--- src/rtl/button_event_queue_if.sv ---
// ----------------------------------------------------------------------------
// button_event_queue_if
//   Data-memory side bus of the button event queue.
//   master : processor / dmem mux side (drives address, strobes, write data)
//   slave  : button_event_queue (returns read data and address hit)
// Signals
//   addr      12  dmem word address
//   rd_en      1  one-cycle strobe, processor lw commits this cycle
//   wren       1  dmem write enable
//   data_in   32  dmem write data
//   data_out  32  combinational read data, 0 when hit=0
//   hit        1  addr falls inside the 3-word register window
// ----------------------------------------------------------------------------
interface button_event_queue_if;
    logic [11:0] addr;
    logic        rd_en;
    logic        wren;
    logic [31:0] data_in;
    logic [31:0] data_out;
    logic        hit;

    modport master (
        output addr,
        output rd_en,
        output wren,
        output data_in,
        input  data_out,
        input  hit
    );

    modport slave (
        input  addr,
        input  rd_en,
        input  wren,
        input  data_in,
        output data_out,
        output hit
    );
endinterface

--- src/rtl/button_event_queue.sv ---
// ----------------------------------------------------------------------------
// button_event_queue
//   Memory-mapped button controller. Each of N_BUTTONS raw inputs passes a
//   2-flop synchroniser and a hold-time debouncer. Debounced presses (and
//   releases when RELEASE_EVENTS=1) are time-stamped and queued in a
//   DEPTH-entry FIFO that the processor drains by reading EVENT.
//
//   Register window (word addresses):
//     BASE_ADDR+0  EVENT   read head entry (0 if empty), pops on rd_en
//     BASE_ADDR+1  STATUS  [31]=overflow [23:16]=count [15:0]=debounced levels
//     BASE_ADDR+2  CONTROL write bit0=flush FIFO+pending, bit1=clear overflow
//
// Ports
//   clock    in   system clock, rising edge
//   reset    in   asynchronous active-low reset
//   buttons  in   raw asynchronous button levels, 1 = pressed
//   bus      slave side of button_event_queue_if (addr/rd_en/wren/data_in,
//            data_out/hit)
//   irq      out  registered FIFO non-empty flag
// ----------------------------------------------------------------------------
module button_event_queue #(
    parameter int          N_BUTTONS       = 4,
    parameter int          DEPTH           = 8,
    parameter int          DEBOUNCE_CYCLES = 500000,
    parameter int          TICK_CYCLES     = 50000,
    parameter bit          RELEASE_EVENTS  = 1'b0,
    parameter logic [11:0] BASE_ADDR       = 12'd7
) (
    input  logic                 clock,
    input  logic                 reset,
    input  logic [N_BUTTONS-1:0] buttons,
    button_event_queue_if.slave  bus,
    output logic                 irq
);

    localparam int CW  = (N_BUTTONS > 1) ? $clog2(N_BUTTONS) : 1;
    localparam int AW  = $clog2(DEPTH);
    localparam int DW  = $clog2(DEBOUNCE_CYCLES + 1);
    localparam int TW  = (TICK_CYCLES > 1) ? $clog2(TICK_CYCLES) : 1;

    // ---------------- state ----------------
    logic [N_BUTTONS-1:0] sync1_q, sync2_q;
    logic [N_BUTTONS-1:0] lvl_q,   lvl_d;
    logic [DW-1:0]        cnt_q   [N_BUTTONS];
    logic [DW-1:0]        cnt_d   [N_BUTTONS];
    logic [N_BUTTONS-1:0] pend_q,  pend_d;
    logic [15:0]          stamp_q [N_BUTTONS];
    logic [15:0]          stamp_d [N_BUTTONS];
    logic [N_BUTTONS-1:0] rel_q,   rel_d;
    logic [TW-1:0]        div_q,   div_d;
    logic [15:0]          ts_q,    ts_d;
    logic [31:0]          mem_q   [DEPTH];
    logic [AW-1:0]        wr_ptr_q, wr_ptr_d;
    logic [AW-1:0]        rd_ptr_q, rd_ptr_d;
    logic [AW:0]          count_q,  count_d;
    logic                 ovf_q,    ovf_d;
    logic                 irq_q,    irq_d;

    // ---------------- combinational helpers ----------------
    logic [N_BUTTONS-1:0] commit;
    logic                 push_req;
    logic [CW-1:0]        push_idx;
    logic [31:0]          push_word;
    logic                 wr_en;
    logic                 pop;
    logic                 empty;
    logic                 full;
    logic                 flush;
    logic                 clr_ovf;
    logic [11:0]          offset;
    logic [31:0]          event_rd;
    logic [31:0]          status_rd;
    logic                 unused_data_in;

    assign unused_data_in = ^bus.data_in[31:2];

    // Window decode: wrap-safe offset from BASE_ADDR.
    assign offset  = bus.addr - BASE_ADDR;
    assign bus.hit = (offset < 12'd3);

    assign empty   = (count_q == '0);
    assign full    = (count_q == (AW+1)'(DEPTH));
    assign pop     = bus.rd_en && (offset == 12'd0) && !empty;
    assign flush   = bus.wren && (offset == 12'd2) && bus.data_in[0];
    assign clr_ovf = bus.wren && (offset == 12'd2) && bus.data_in[1];

    assign event_rd  = empty ? 32'd0 : mem_q[rd_ptr_q];
    assign status_rd = {ovf_q, 7'd0, 8'(count_q), 16'(lvl_q)};

    always_comb begin
        bus.data_out = 32'd0;
        if (bus.hit) begin
            case (offset)
                12'd0:   bus.data_out = event_rd;
                12'd1:   bus.data_out = status_rd;
                default: bus.data_out = 32'd0;
            endcase
        end
    end

    assign irq = irq_q;

    // ---------------- debouncer ----------------
    // Counter runs only while the synced level disagrees with the committed
    // level; any agreement (bounce) restarts the hold window from zero.
    always_comb begin
        lvl_d  = lvl_q;
        commit = '0;
        for (int i = 0; i < N_BUTTONS; i++) begin
            cnt_d[i] = '0;
            if (sync2_q[i] != lvl_q[i]) begin
                if (cnt_q[i] == DW'(DEBOUNCE_CYCLES - 1)) begin
                    lvl_d[i]  = sync2_q[i];
                    commit[i] = 1'b1;
                end else begin
                    cnt_d[i] = cnt_q[i] + 1'b1;
                end
            end
        end
    end

    // ---------------- timestamp ----------------
    always_comb begin
        div_d = div_q + 1'b1;
        ts_d  = ts_q;
        if (div_q == TW'(TICK_CYCLES - 1)) begin
            div_d = '0;
            ts_d  = ts_q + 16'd1;
        end
    end

    // ---------------- arbiter ----------------
    // Scan high to low so the lowest pending index wins.
    always_comb begin
        push_req = 1'b0;
        push_idx = '0;
        for (int i = N_BUTTONS - 1; i >= 0; i--) begin
            if (pend_q[i]) begin
                push_req = 1'b1;
                push_idx = CW'(i);
            end
        end
    end

    assign push_word = {1'b1, rel_q[push_idx], 6'd0, stamp_q[push_idx], 8'(push_idx)};

    // Pending bits: clear on push, then a fresh commit on the same channel
    // re-arms it (its stamp overwrites whatever was waiting). Flush wins.
    always_comb begin
        pend_d  = pend_q;
        stamp_d = stamp_q;
        rel_d   = rel_q;
        if (push_req) begin
            pend_d[push_idx] = 1'b0;
        end
        for (int i = 0; i < N_BUTTONS; i++) begin
            if (commit[i] && (lvl_d[i] || RELEASE_EVENTS)) begin
                pend_d[i]  = 1'b1;
                stamp_d[i] = ts_q;
                rel_d[i]   = ~lvl_d[i];
            end
        end
        if (flush) begin
            pend_d = '0;
        end
    end

    // ---------------- FIFO control ----------------
    // A full FIFO still accepts a push when a pop frees the head slot.
    assign wr_en = push_req && !flush && (!full || pop);

    always_comb begin
        wr_ptr_d = wr_ptr_q;
        rd_ptr_d = rd_ptr_q;
        count_d  = count_q;
        ovf_d    = ovf_q;
        if (clr_ovf) begin
            ovf_d = 1'b0;
        end
        if (flush) begin
            wr_ptr_d = '0;
            rd_ptr_d = '0;
            count_d  = '0;
        end else begin
            if (wr_en) begin
                wr_ptr_d = wr_ptr_q + 1'b1;
            end
            if (pop) begin
                rd_ptr_d = rd_ptr_q + 1'b1;
            end
            if (wr_en && !pop) begin
                count_d = count_q + 1'b1;
            end else if (!wr_en && pop) begin
                count_d = count_q - 1'b1;
            end
            // Dropped event: sticky overflow, takes priority over a clear.
            if (push_req && full && !pop) begin
                ovf_d = 1'b1;
            end
        end
        irq_d = !empty;
    end

    // ---------------- control registers ----------------
    always_ff @(posedge clock or negedge reset) begin
        if (!reset) begin
            sync1_q  <= '0;
            sync2_q  <= '0;
            lvl_q    <= '0;
            pend_q   <= '0;
            div_q    <= '0;
            ts_q     <= '0;
            wr_ptr_q <= '0;
            rd_ptr_q <= '0;
            count_q  <= '0;
            ovf_q    <= 1'b0;
            irq_q    <= 1'b0;
            for (int i = 0; i < N_BUTTONS; i++) begin
                cnt_q[i] <= '0;
            end
        end else begin
            sync1_q  <= buttons;
            sync2_q  <= sync1_q;
            lvl_q    <= lvl_d;
            pend_q   <= pend_d;
            div_q    <= div_d;
            ts_q     <= ts_d;
            wr_ptr_q <= wr_ptr_d;
            rd_ptr_q <= rd_ptr_d;
            count_q  <= count_d;
            ovf_q    <= ovf_d;
            irq_q    <= irq_d;
            for (int i = 0; i < N_BUTTONS; i++) begin
                cnt_q[i] <= cnt_d[i];
            end
        end
    end

    // ---------------- data registers (no reset) ----------------
    always_ff @(posedge clock) begin
        rel_q <= rel_d;
        for (int i = 0; i < N_BUTTONS; i++) begin
            stamp_q[i] <= stamp_d[i];
        end
        if (wr_en) begin
            mem_q[wr_ptr_q] <= push_word;
        end
    end

endmodule
--- src/flat_wrapper.sv ---
// flat-port wrapper written by rule: the top's interface ports become plain ports
module button_event_queue_flat 
#(
    parameter int          N_BUTTONS       = 4,
    parameter int          DEPTH           = 8,
    parameter int          DEBOUNCE_CYCLES = 500000,
    parameter int          TICK_CYCLES     = 50000,
    parameter bit          RELEASE_EVENTS  = 1'b0,
    parameter logic [11:0] BASE_ADDR       = 12'd7
)
  (clock, reset, buttons, irq, bus_addr, bus_rd_en, bus_wren, bus_data_in, bus_data_out, bus_hit);
  button_event_queue_if bus_i ();
  input  logic clock;
  input  logic reset;
  input  logic [N_BUTTONS-1:0] buttons;
  output logic irq;
  input wire logic [$bits(bus_i.addr)-1:0] bus_addr;
  input wire logic [$bits(bus_i.rd_en)-1:0] bus_rd_en;
  input wire logic [$bits(bus_i.wren)-1:0] bus_wren;
  input wire logic [$bits(bus_i.data_in)-1:0] bus_data_in;
  output wire logic [$bits(bus_i.data_out)-1:0] bus_data_out;
  output wire logic [$bits(bus_i.hit)-1:0] bus_hit;
  assign bus_i.addr = bus_addr;
  assign bus_i.rd_en = bus_rd_en;
  assign bus_i.wren = bus_wren;
  assign bus_i.data_in = bus_data_in;
  assign bus_data_out = bus_i.data_out;
  assign bus_hit = bus_i.hit;
  button_event_queue #(.N_BUTTONS(N_BUTTONS), .DEPTH(DEPTH), .DEBOUNCE_CYCLES(DEBOUNCE_CYCLES), .TICK_CYCLES(TICK_CYCLES), .RELEASE_EVENTS(RELEASE_EVENTS), .BASE_ADDR(BASE_ADDR)) u_core (.clock(clock), .reset(reset), .buttons(buttons), .bus(bus_i), .irq(irq));
endmodule
--- config.mk ---
export PLATFORM = sky130hd
export DESIGN_NAME = button_event_queue_flat
export DESIGN_NICKNAME = d
export VERILOG_FILES = /design/src/rtl/button_event_queue_if.sv /design/src/rtl/button_event_queue.sv /design/src/flat_wrapper.sv
export SDC_FILE = /design/constraint.sdc
export NUM_CORES = 1
export LEC_CHECK = 0
export ABC_AREA = 1
export CORE_UTILIZATION = 50
export CTS_BUF_LIST = sky130_fd_sc_hd__clkbuf_8 sky130_fd_sc_hd__clkbuf_16
export CTS_CLUSTER_DIAMETER = 40
export DETAILED_ROUTE_END_ITERATION = 12
export GPL_TIMING_DRIVEN = 1
export PLACE_DENSITY = 0.69
export SYNTH_ARGS = -nofsm -noshare
export SYNTH_HDL_FRONTEND = slang
export SYNTH_SLANG_ARGS = --single-unit
export TNS_END_PERCENT = 20
--- constraint.sdc ---
create_clock -name clock -period 9.1 [get_ports clock]
set_input_delay 2.73 -clock clock [delete_from_list [all_inputs] [get_ports clock]]
set_output_delay 2.73 -clock clock [all_outputs]
set_load 0.05 [all_outputs]
Word level (Yosys, flattened, before mapping)
Memories as Yosys holds them, arrays and structs flattened.
Index checks and enable logic that the tools add are counted.
W data, S select, Z words.
{"block": "classes", "bitwise_logic": 7, "n_mux": 61, "order_cmp": 4, "eq_ne": 12, "n_reduce_logical": 31, "n_addsub": 11}
{"operator": "$mux W19", "count": 8}
{"operator": "$add A19 B1 Y19 const B", "count": 4}
{"operator": "$eq A19 B19 Y1 const B", "count": 4}
{"operator": "$mux W32", "count": 2}
{"operator": "$pmux W32 S2", "count": 1}
{"operator": "$mux W16", "count": 3}
{"operator": "$add A16 B1 Y16 const B", "count": 2}
{"operator": "$bmux W16 S2", "count": 1}
{"operator": "$mux W1", "count": 31}
{"operator": "$mux W4", "count": 5}
{"operator": "$eq A16 B16 Y1 const B", "count": 1}
{"operator": "$logic_and A1 B1 Y1", "count": 16}
{"operator": "$reduce_bool A3 Y1", "count": 5}
{"operator": "$eq A12 B1 Y1 const B", "count": 1}
{"operator": "$eq A12 B2 Y1 const B", "count": 1}
{"operator": "$logic_not A12 Y1", "count": 1}
{"operator": "$lt A12 B2 Y1 const B", "count": 1}
{"operator": "$mux W3", "count": 4}
{"operator": "$sub A12 B3 Y12 const B", "count": 1}
{"operator": "$mux W2", "count": 4}
{"operator": "$add A3 B1 Y3 const B", "count": 2}
{"operator": "$logic_not A1 Y1", "count": 5}
{"operator": "$add A4 B1 Y4 const B", "count": 1}
{"operator": "$and A4 B4 Y4", "count": 1}
{"operator": "other kinds (14)", "count": 21}
{"block": "word_totals", "input_bits": 52, "ff_bits": 204, "mem_count": 1, "mem_bits_rw": 152, "word_cells": 153}
{"name": "u_core.mem_q", "depth": 8, "word_bits": 19, "rd": 1, "rd_ports_with_merged_regs": 0, "wr": 1, "line_no": "button_event_queue.sv:52", "source": "logic [31:0] mem_q [DEPTH];"}

Depth between registers and ports, before layout
{"block": "depth", "depth_word": 13, "ltp_mapped": 22, "ltp_nobuf": 22}

Worst setup path before layout
No wires, ideal clock.
{"block": "synth_path", "kind": "input -> output", "from": "input bus_addr[4]", "to": "output bus_data_out[2]", "setup_slack_ns": 1.110, "required_time_ns": 6.370, "stages": 9, "n_path_buf": 0, "t_arrival_ns": 5.260, "path_cell_list": "nor2_1 nand3_1 o21bai_1 nand3_1 nor2_1 nand2_1 a21oi_2 inv_1 nor3b_1"}
{"block": "synth_between", "elab_cells_between_ends": 6, "classes_between": "add/sub: 1; order compare: 1; eq/ne: 1; mux: 2; reduce/logical: 1"}
{"element": "start: declaration", "line_no": "flat_wrapper.sv:17", "source": "input wire logic [$bits(bus_i.addr)-1:0] bus_addr;"}
{"element": "$sub A12 B3 Y12", "line_no": "button_event_queue.sv:78", "source": "assign offset = bus.addr - BASE_ADDR;"}
{"element": "$lt A12 B2 Y1", "line_no": "button_event_queue.sv:79", "source": "assign bus.hit = (offset < 12'd3);"}
{"element": "net bus_hit", "line_no": "flat_wrapper.sv:22", "source": "output wire logic [$bits(bus_i.hit)-1:0] bus_hit;"}
{"element": "$mux W32", "line_no": "button_event_queue.sv:92", "source": "if (bus.hit) begin"}
{"element": "end: declaration", "line_no": "flat_wrapper.sv:21", "source": "output wire logic [$bits(bus_i.data_out)-1:0] bus_data_out;"}
The timed path passes the listed nets, and every way through them passes these cells.

Final worst setup path
{"block": "layout_path", "from": "input bus_addr[1]", "to": "output bus_data_out[8]"}
{"block": "layout_between", "elab_chain_cells": 4, "elab_cells_between_ends": 6, "classes_between": "add/sub: 1; order compare: 1; eq/ne: 1; mux: 2; reduce/logical: 1"}
{"element": "$sub A12 B3 Y12 (*)", "line_no": "button_event_queue.sv:78"}
{"element": "branches (longest 2 deep; another with $lt A12 B2 Y1)"}
{"element": "$mux W32 (*)", "line_no": "button_event_queue.sv:92"}
Every way passes the cells marked *.

==> impl_metrics.xml <==
<?xml version="1.0" encoding="UTF-8"?>
<metrics>
  <group name="drt">
    <metric name="iteration_0_drc_markers" unit="">829</metric>
    <metric name="dr.pass1.iters" unit="">5</metric>
    <metric name="drcViolationCount" unit="">0</metric>
    <metric name="vias_per_inst" unit="">5.54</metric>
    <metric name="detail_route.wirelength" unit="um">32600</metric>
    <metric name="vias" unit="">11000</metric>
    <metric name="postRouteAntennaNets" unit="">0</metric>
    <metric name="detail_route.wl_per_cell" unit="um">16.5</metric>
  </group>
  <group name="floorplanning">
    <metric name="die_area" unit="mm^2">0.0320</metric>
    <metric name="num_io_pins" unit="">86</metric>
    <metric name="floorplan.core_area" unit="mm^2">0.0307</metric>
    <metric name="cell_row_count" unit="">64</metric>
    <metric name="die_height" unit="um">179</metric>
    <metric name="die_boundary_width" unit="um">179</metric>
    <metric name="initial_cell_density_of_the_core" unit="%">51.0</metric>
  </group>
  <group name="timing">
    <metric name="report.final.hold_viol_count" unit="">0</metric>
    <metric name="setup_slack_of_the_critical_path_after_layout" unit="ns">0.428</metric>
    <metric name="transition_time_at_the_pin_with_the_least_slew_margin" unit="ns">1.02</metric>
    <metric name="finClkSkew" unit="ns">0.0183</metric>
    <metric name="layout_worst_path_cycle_share" unit="%">95.3</metric>
    <metric name="period_needed" unit="ns">8.67</metric>
    <metric name="final-setup-viol-count" unit="">0</metric>
    <metric name="maxSlewHeadroom" unit="%">31.7</metric>
    <metric name="maxSlewViolCount" unit="">0</metric>
    <metric name="grt_setup_unrepaired" unit="">no</metric>
    <metric name="fmax" unit="MHz">115</metric>
    <metric name="hold_ws" unit="ns">0.354</metric>
    <metric name="setup-tns-final" unit="ns">0</metric>
  </group>
  <group name="power">
    <metric name="net_switching_power_figure" unit="uW">739</metric>
    <metric name="power.share.combinational" unit="%">2.0</metric>
    <metric name="cell_area_power_density" unit="mW/mm^2">198</metric>
    <metric name="p_clk_share" unit="%">50.7</metric>
    <metric name="switching_share" unit="%">20.4</metric>
    <metric name="cell_internal_pwr" unit="mW">2.88</metric>
    <metric name="worst_ir_drop_vdd" unit="uV">134</metric>
    <metric name="sequential_cell_fraction_of_total_power" unit="%">47.4</metric>
    <metric name="static-leakage-power" unit="nW">7.16</metric>
  </group>
  <group name="final_layout">
    <metric name="layout_commonest_cell" unit="">edfxtp_1</metric>
    <metric name="fin_nets" unit="">1608</metric>
    <metric name="share_of_final_layout_standard_cells_stronger_than_drive_strength_1" unit="%">10.7</metric>
    <metric name="layout.cells.most_common_list" unit="">edfxtp_1, nand2_1, nor2_1</metric>
    <metric name="antenna_cells_inserted" unit="">0</metric>
    <metric name="final_util" unit="%">59.7</metric>
    <metric name="syn2layout_area_growth" unit="%">17.2</metric>
    <metric name="num-fill-cells" unit="">2458</metric>
  </group>
  <group name="synthesis">
    <metric name="synthesis.area_per_instance" unit="um^2">10.8</metric>
    <metric name="synthDominantCellAreaShare" unit="%">42.3</metric>
    <metric name="yosysWarningCount" unit="">0</metric>
    <metric name="postSynth.asyncResetShare" unit="%">38.2</metric>
    <metric name="synth-edff-count" unit="">220</metric>
    <metric name="gate_count_after_technology_mapping" unit="">1451</metric>
    <metric name="post_synthesis_cell_area" unit="mm^2">0.0156</metric>
    <metric name="sequential_element_share_of_the_synthesized_area" unit="%">64.0</metric>
    <metric name="dominantRegCellSynth" unit="">edfxtp_1</metric>
    <metric name="synth_seq_cells" unit="">356</metric>
    <metric name="ys_top_cells_by_area" unit="">edfxtp_1, dfrtp_1, nand2_1</metric>
    <metric name="post_synth_num_cell_types" unit="">47</metric>
    <metric name="post-synth-top-area-cell" unit="">edfxtp_1</metric>
  </group>
  <group name="placed_design">
    <metric name="hpwl_reported_at_the_end_of_detailed_placement" unit="um">19900</metric>
    <metric name="port_buffers" unit="">45</metric>
    <metric name="post_placement_worst_setup_slack" unit="ns">0.427</metric>
    <metric name="finalWeightedCongestion" unit="">0.841</metric>
  </group>
  <group name="worst_setup_path">
    <metric name="start_kind" unit="">input pin</metric>
    <metric name="critical-path-max-stage-delay" unit="ns">0.87</metric>
    <metric name="cp.arrival" unit="ns">5.94</metric>
    <metric name="crit_type" unit="">in2out</metric>
    <metric name="worst-path-max-fanout" unit="">13</metric>
    <metric name="critPathCaptureType" unit="">output pin</metric>
    <metric name="wp_data_required" unit="ns">6.37</metric>
    <metric name="timing.critical_path.cells" unit="">clkdlybuf4s50_1 &gt; nand3_2 &gt; nand3_1 &gt; o21bai_1 &gt; nand3_1 &gt; nor2_1 &gt; nand2_1 &gt; a21oi_2 &gt; nand2_2 &gt; a21oi_1 &gt; clkdlybuf4s50_1</metric>
    <metric name="critPathSlowestCell" unit="">clkdlybuf4s50_1</metric>
  </group>
  <group name="global_route">
    <metric name="maximum_number_of_pins_on_one_net_before_global_route_repair" unit="">82</metric>
    <metric name="vias_in_the_first_global_route" unit="">10700</metric>
    <metric name="grt_remaining_overflow" unit="">0</metric>
    <metric name="initial_antenna_violation_count" unit="">0</metric>
    <metric name="wire_length_of_the_first_global_routing_pass" unit="um">53400</metric>
    <metric name="track_usage" unit="%">21.0</metric>
  </group>
  <group name="clock_network">
    <metric name="postCtsResizedCells" unit="">0</metric>
    <metric name="root_buffer_selected_by_cts" unit="">clkbuf_16</metric>
    <metric name="worst_setup_hold_path_clk_slew" unit="ns">0.05</metric>
    <metric name="cts_setup_buffers" unit="">0</metric>
    <metric name="hold_buffers" unit="">0</metric>
    <metric name="clk_latency" unit="ns">0.53</metric>
    <metric name="clock_tree_buf_depth" unit="">3</metric>
    <metric name="ctsHtreeMaxLevel" unit="">2</metric>
    <metric name="cts_num_sinks" unit="">356</metric>
    <metric name="tritoncts" unit="">done</metric>
    <metric name="cts_made_buffers" unit="">47</metric>
  </group>
  <group name="run">
    <metric name="cap_violations" unit="">0</metric>
  </group>
  <group name="outcome">
    <metric name="status" unit="">finished clean</metric>
  </group>
  <group name="min_path">
    <metric name="min-delay-path-class" unit="">reg2reg</metric>
  </group>
</metrics>
[cells in the mapped netlist, types with 3 or more instances]
cell and count:
a211oi_1 12, a21oi_1 95, a21oi_2 11, a221o_1 26, a31oi_1 3, buf_1 4
buf_2 7, buf_4 10, clkbuf_1 29, dfrtp_1 136, edfxtp_1 220, ha_1 11
inv_1 134, inv_2 3, nand2_1 205, nand3_1 85, nand3_2 5, nand4_1 37
nor2_1 180, nor2_2 10, nor3_1 28, nor3_2 4, nor3b_1 6, nor4_1 18
o21ai_0 64, o221ai_1 12, o311ai_0 17, or2_2 4, xnor2_1 16, xor2_1 35
[through the flow]
step,cell area (um^2),power (mW),instances
6_report,18300,3.62,1978
2_1_floorplan,15700,1.79,1460
3_3_place_gp,16700,1.82,1891
4_1_cts,18300,3.65,1978
3_5_place_dp,16700,1.82,1891
5_1_grt,18300,3.73,1978
[routing by layer]
metal,vias to the layer above,wire length (um),share of wire [%],GRT usage (%)
li1,5288,-,-,-
met1,5324,14400,44,28.2
met2,287,15700,48,35.3
met3,56,1930,5.9,3.46
met4,0,585,1.8,5.40
met5,-,0,0,0
[cell type report]
type	count	area (um^2)	share of cell area [%]
tap	396	495	2.71
timing repair buffer	86	759	4.15
clock inverter	35	340	1.86
sequential	356	10000	54.7
inverter	139	522	2.85
clock buffer	52	1270	6.92
multi-input combinational	914	4920	26.9
[sequential cells by signal, indices dropped and copies added (netlist names), 16 cells and up]
register / cells
u_core.cnt_q: 76
u_core.div_q: 16
u_core.mem_q: 152
u_core.stamp_q: 64
u_core.ts_q: 16
[cell families after synthesis]
| kind of cell | synth area share (%) |
|---|---|
| simple gates | 17.1 |
| other cells | 0.0240 |
| flops | 64.0 |
| xor+xnor | 2.86 |
| compound gates | 10.1 |
| fa+ha+maj | 1.01 |
| buf+inv | 4.91 |
[final timing paths]
check / startpoint / endpoint / slack [ns] / cells past startpoint
min: u_core.sync1_q[3] / u_core.sync2_q[3] / 0.35 / 0
min reg2reg: u_core.sync1_q[3] / u_core.sync2_q[3] / 0.35 / 0
max: bus_addr[1] / bus_data_out[8] / 0.43 / 11
min in group asynchronous: reset / u_core.sync2_q[2] / 2.14 / 1
max in group asynchronous: reset / u_core.rd_ptr_q[0] / 5.45 / 2
max reg2reg: u_core.pend_q[2] / u_core.count_q[3] / 6.07 / 15
[power by group through the flow]
stage | Sequential, mW | Combinational, mW | Clock [mW]
3_5_place_dp | 1.75 | 0.0713 | 0
2_1_floorplan | 1.74 | 0.0426 | 0
3_3_place_gp | 1.75 | 0.0703 | 0
5_1_grt | 1.71 | 0.0801 | 1.93
4_1_cts | 1.71 | 0.0718 | 1.87
6_report | 1.71 | 0.0707 | 1.84
[worst max-delay path: cells and delay by family]
| family | cells | cell delay [ns] |
|---|---|---|
| compound gates | 3 | 0.72 |
| buf+inv | 2 | 1.40 |
| simple gates | 6 | 1.06 |
(Power assumes the default switching activity.)
